**config.mk**
```make
export PLATFORM = sky130hd
export DESIGN_NAME = product_accumulator
export DESIGN_NICKNAME = d
export VERILOG_FILES = /design/src/rtl/product_accumulator_pkg.sv /design/src/rtl/product_accumulator.sv
export SDC_FILE = /design/constraint.sdc
export NUM_CORES = 1
export LEC_CHECK = 0
export BUFFER_PORTS_ARGS = -buffer_cell sky130_fd_sc_hd__buf_2
export CAP_MARGIN = 40
export CORE_MARGIN = 2
export CORE_UTILIZATION = 54
export DETAILED_ROUTE_END_ITERATION = 10
export GPL_ROUTABILITY_DRIVEN = 0
export PLACE_DENSITY_LB_ADDON = 0.2
export SLEW_MARGIN = 25
export SYNTH_ARGS = -nofsm -noshare
export SYNTH_HDL_FRONTEND = slang
export SYNTH_SLANG_ARGS = --single-unit
```
**constraint.sdc**
```tcl
create_clock -name clk -period 3 [get_ports clk]
set_input_delay 0.6 -clock clk [delete_from_list [all_inputs] [get_ports clk]]
set_output_delay 0.6 -clock clk [all_outputs]
set_load 0.005 [all_outputs]
```
**src/rtl/product_accumulator_pkg.sv**
```systemverilog
// Shared definitions for product_accumulator.
// Holds the default width constants and the two-state FSM encoding.
package product_accumulator_pkg;

  localparam int unsigned DEF_PARALLELISM = 8;
  localparam int unsigned DEF_GUARD_BITS  = 8;
  localparam int unsigned DEF_CNT_WIDTH   = 8;

  typedef enum logic {
    ST_ACCUM = 1'b0,
    ST_HOLD  = 1'b1
  } acc_state_e;

endpackage

```
**src/rtl/product_accumulator.sv**
```systemverilog
// product_accumulator: sums a sequence of unsigned products from an upstream
// multiplier, then holds the sum until the consumer takes it.
//
// Ports
//   clk        : clock, rising edge
//   rst        : synchronous active-high reset
//   in_valid   : product beat present
//   in_ready   : beat accepted this cycle (decoded from state)
//   product    : 2*PARALLELISM-bit unsigned product
//   in_last    : final beat of the sequence, qualified by in_valid
//   out_valid  : result held and valid (decoded from state)
//   out_ready  : consumer accepts the result
//   acc_out    : sum of the sequence, mod 2^ACC_WIDTH
//   beat_count : beats in the sequence, saturating
//   overflow   : sticky carry out of the accumulator during the sequence
module product_accumulator
  import product_accumulator_pkg::*;
#(
  parameter int unsigned PARALLELISM = DEF_PARALLELISM,
  parameter int unsigned GUARD_BITS  = DEF_GUARD_BITS,
  parameter int unsigned CNT_WIDTH   = DEF_CNT_WIDTH
) (
  input  logic                                 clk,
  input  logic                                 rst,
  input  logic                                 in_valid,
  output logic                                 in_ready,
  input  logic [2*PARALLELISM-1:0]             product,
  input  logic                                 in_last,
  output logic                                 out_valid,
  input  logic                                 out_ready,
  output logic [2*PARALLELISM+GUARD_BITS-1:0]  acc_out,
  output logic [CNT_WIDTH-1:0]                 beat_count,
  output logic                                 overflow
);

  localparam int unsigned ACC_WIDTH = 2*PARALLELISM + GUARD_BITS;
  localparam int unsigned SUM_WIDTH = ACC_WIDTH + 1;

  acc_state_e r_state;
  acc_state_e w_state_nxt;

  logic [ACC_WIDTH-1:0] r_acc;
  logic [CNT_WIDTH-1:0] r_cnt;
  logic                 r_ovf;

  logic                 w_accept;
  logic                 w_drain;
  logic [SUM_WIDTH-1:0] w_sum;
  logic                 w_cnt_sat;

  assign w_accept  = in_valid && (r_state == ST_ACCUM);
  assign w_drain   = out_ready && (r_state == ST_HOLD);
  // Extra top bit captures the carry out of the accumulator.
  assign w_sum     = SUM_WIDTH'(r_acc) + SUM_WIDTH'(product);
  assign w_cnt_sat = (r_cnt == {CNT_WIDTH{1'b1}});

  // State register.
  always_ff @(posedge clk) begin
    if (rst) begin
      r_state <= ST_ACCUM;
    end else begin
      r_state <= w_state_nxt;
    end
  end

  // Next-state logic.
  always_comb begin
    w_state_nxt = r_state;
    case (r_state)
      ST_ACCUM: if (w_accept && in_last) w_state_nxt = ST_HOLD;
      ST_HOLD:  if (out_ready)           w_state_nxt = ST_ACCUM;
      default:                           w_state_nxt = ST_ACCUM;
    endcase
  end

  // Handshake outputs depend on the state register only.
  always_comb begin
    in_ready  = 1'b0;
    out_valid = 1'b0;
    case (r_state)
      ST_ACCUM: in_ready  = 1'b1;
      ST_HOLD:  out_valid = 1'b1;
      default:  in_ready  = 1'b0;
    endcase
  end

  // Accumulator datapath; frozen in HOLD until the result drains.
  always_ff @(posedge clk) begin
    if (rst) begin
      r_acc <= '0;
      r_cnt <= '0;
      r_ovf <= 1'b0;
    end else if (w_drain) begin
      r_acc <= '0;
      r_cnt <= '0;
      r_ovf <= 1'b0;
    end else if (w_accept) begin
      r_acc <= w_sum[ACC_WIDTH-1:0];
      if (!w_cnt_sat) r_cnt <= r_cnt + CNT_WIDTH'(1);
      if (w_sum[ACC_WIDTH]) r_ovf <= 1'b1;
    end
  end

  assign acc_out    = r_acc;
  assign beat_count = r_cnt;
  assign overflow   = r_ovf;

endmodule

```
Word-level counts from Yosys, hierarchy flattened
Cells that the tools add are included.
{ "classes": {"n_addsub": 2, "n_eq_ne": 1, "n_mux": 5, "bitwise": 2, "reduce_logical": 6} }
{ "op_table": {"columns": ["cell", "n"], "rows": [
  ["adder 24 x 16 -> 25 bit", 1],
  ["adder 8 x 1 -> 8 bit (second input constant)", 1],
  ["equality test 8 bit (second input constant)", 1],
  ["two-way mux 1 bit", 4],
  ["AND reduction 2 bit", 2],
  ["logical AND 1 bit", 3],
  ["NOT 1 bit", 2],
  ["case mux 1 bit (2 select lines)", 1],
  ["OR reduction 2 bit", 1]
]} }
{ "totals": {"reg_bits": 34, "in_bits": 21, "word_cells": 20} }

Depth between registers and ports, before layout
{ "depth": {"word_depth": 5, "depth_mapped": 8, "ltp_nobuf": 8} }

Worst setup path before layout
Ideal clock, no wire load.
{ "synth_timing": {"kind": "input to register", "start": "in product[0]", "end": "reg r_acc[14], in the netlist acc_out[14]", "setup_time_ns": 0.120, "arrival_ns": 2.168, "required_ns": 2.880, "slack_ns": 0.712, "path_stages": 8, "cell_sequence": "ha_1 -> fa_1 -> a21o_1 -> a21oi_2 -> o21ai_1 -> a221oi_1 -> or4_1 -> nand3_1"} }
{ "synth_between": {"elab_chain_len": 1} }
{ "synth_lines": {"columns": ["element", "line_no", "text"], "rows": [
  ["start, declared", "product_accumulator.sv:27", "input logic [2*PARALLELISM-1:0] product,"],
  ["adder 24 x 16 -> 25 bit", "product_accumulator.sv:54", "assign w_sum = SUM_WIDTH'(r_acc) + SUM_WIDTH'(product);"],
  ["end signal, assigned", "product_accumulator.sv:98", "r_acc <= w_sum[ACC_WIDTH-1:0];"],
  ["end, declared", "product_accumulator.sv:42", "logic [ACC_WIDTH-1:0] r_acc;"]
]} }
Every way passes these cells.
A chain may end at the register's enable or synchronous reset.

Worst setup path in the final report
Ends and elaborated chain as after synthesis.

==> results.toml <==
[yosys]
synth.distinct_cells = 51
ys_seq_area_share_pct = 29.87
synthArstFlopShare_pct = 0
synth_seq_cells = 34
dominantRegCellSynth = "dfxtp_1"
yosys_warnings = 0
synth_edf_count = 0
synth_cells = 282
syn_area_um2 = 2278
syn_area_per_cell_um2 = 8.080
synthesis.nets = 321

[final_layout]
fin_cells = 388
area_delta_synth_final_pct = 20.32
nNetsFinal = 376
n_fill_cell = 356
antenna_cells = 0
layout_common_cells = "55 x buf_2, 36 x nand2_1, 34 x dfxtp_1, 26 x nor2_1, 23 x a21oi_1"
finalInstanceArea_um2 = 2741
final_common_cell = "buf_2"
drive_gt1_share_pct = 23.37

[die]
die_y_um = 68.96
initial_core_util_pct = 56.55
core_um2 = 4029
dieArea_um2 = 4755
die_x_um = 68.96
rows = 23
ios = 56

[setup_path]
end_kind = "flip-flop"
r2r_cells = 8
crit_fanout = 3
critPathSlowestCell = "fa_1"
crit_type = "in -> reg"
worstSetupStartpointType = "primary input"
max_stage_delay_ns = 0.41
critPathArrivalTime_ns = 2.41
crit_chain = "buf_2 > ha_1 > fa_1 > a21o_1 > a21oi_2 > o21ai_1 > a221oi_1 > or4_1 > nand3_1"
worstPathRequired_ns = 3.18

[timing]
post-route-period-util_pct = 74.22
finalSetupViolCount = 0
fin_skew_ns = 0.006576
tns_ns = 0
relSlewSlack_pct = 61.37
whs_ns = 0.4741
rsz0062_at_grt = "false"
max_slew.worst_pin.slew_ns = 0.5782
drv_slew = 0
period_needed_ns = 2.227
finalHoldViolations = 0
fmaxAchievable_mhz = 449.1

[global_route]
grt_usage_pct = 24.06
globalRouteOverflowTotal = 0
antenna_found_initial = 0
grt_pass1_wl_um = 8611
grt_pass1_vias = 1979
grt_max_degree = 23

[placed_design]
placedInstanceArea_um2 = 2599
dp_hpwl_um = 3958
dpl.cell_count = 380
io_buffers = 55

[drt]
ant_nets = 0
totalWireLength_um = 5402
initialDrtViolationCount = 147
wl_per_cell_um = 13.92
dr.pass1.iters = 4
via_count = 2253
drc = 0
viasPerCell = 5.807

[clocking]
clock-sinks = 34
clk_pin_slew_worst_paths_ns = 0.07
htree_num_levels = 2
postCtsSetupRepairBufs = 0
clockBufferDepth = 2
cts_hold_buf = 0
worst_skew_pair.late_latency_ns = 0.29
cts-root-buf = "clkbuf_8"
cts_tree = "done"
cts_buffers = 5
cts_resized = 0

[power]
p_leak_nw = 1.290
ir_worst_vdd_mv = 0.2696
p_per_area_nw_per_um2 = 522.5

[flow_run]
cap_violations = 0

[run_status]
status = "finished, final reports clean"

[worst_hold_path]
min_path_type = "reg -> reg"
min_delay_path_depth = 2
## registers in the layout, indices dropped and copies added, names as in the netlist
name / flops
beat_count: 8
acc_out: 24
r_state: 1
overflow: 1
## cells by family after synthesis
kind of cell	Yosys count	synth area share, %
mux	7	3.075
simple gates	111	23.34
flops	34	29.87
xor+xnor	20	7.688
compound gates	76	22.90
buf+inv	16	2.910
fa+ha+maj	18	10.21
## cell usage after synthesis, types with 6 or more instances
cell type  number  area [um^2]
a21oi_1        23        115.1
a31oi_1         6        37.54
and3_1          6        37.54
dfxtp_1        34        680.7
ha_1           17        212.7
mux2i_1         7        70.07
nand2_1        36        135.1
nand3_1        13        65.06
nor2_1         26        97.59
o21ai_0        10        50.05
o21ai_1         6        30.03
xnor2_1        12        105.1
xor2_1          8        70.07
## path summary, 6_finish.rpt
path / endpoint / slack (ns) / start
worst max-delay path: acc_out[14] / 0.77 / product[0]
worst min-delay path: acc_out[3] / 0.47 / acc_out[3]
worst max register to register: acc_out[14] / 0.87 / acc_out[0]
worst min register to register: acc_out[3] / 0.47 / acc_out[3]
## per-layer routing
layer	GRT usage, %	part of all wire (%)	vias up
met5	0	0	-
met2	39.66	46	80
li1	-	-	1126
met4	10.78	1.5	0
met1	29.79	47	1036
met3	5.519	5.9	11
## worst max-delay path, delay by kind of cell
family,cells,cell delay (ns)
buffers and inverters,1,0.10
adders and majority gates,2,0.62
AOI/OAI and AO/OA,4,0.88
and+or+nand+nor,2,0.21
## report_power, final
group          internal, mW  switching (mW)  total [mW]
registers             0.481          0.0243       0.506
logic                 0.165           0.229       0.394
clock network         0.355           0.178       0.533
total                  1.00           0.431        1.43
## metrics by stage
| step | util (%) | setup WS [ns] | power [mW] |
|---|---|---|---|
| 6_report | 68.04 | 0.7733 | 1.432 |
| 5_1_grt | 68.04 | 0.6652 | 1.519 |
| 4_1_cts | 68.04 | 0.7843 | 1.439 |
| 3_5_place_dp | 64.50 | 0.4849 | 0.9048 |
| 3_3_place_gp | 64.50 | 0.5345 | 0.8995 |
| 2_1_floorplan | - | 0.7117 | 0.7985 |
## layout make-up
class | count | area [um^2] | area share, %
Clock buffer | 6 | 82.58 | 3.012
Clock inverter | 2 | 60.06 | 2.191
Tap cell | 50 | 62.56 | 2.282
Inverter | 5 | 18.77 | 0.6846
Timing Repair Buffer | 59 | 305.3 | 11.14
Sequential cell | 34 | 680.7 | 24.83
Multi-Input combinational cell | 232 | 1531 | 55.86
No activity file was read; power rests on OpenSTA's default activity.
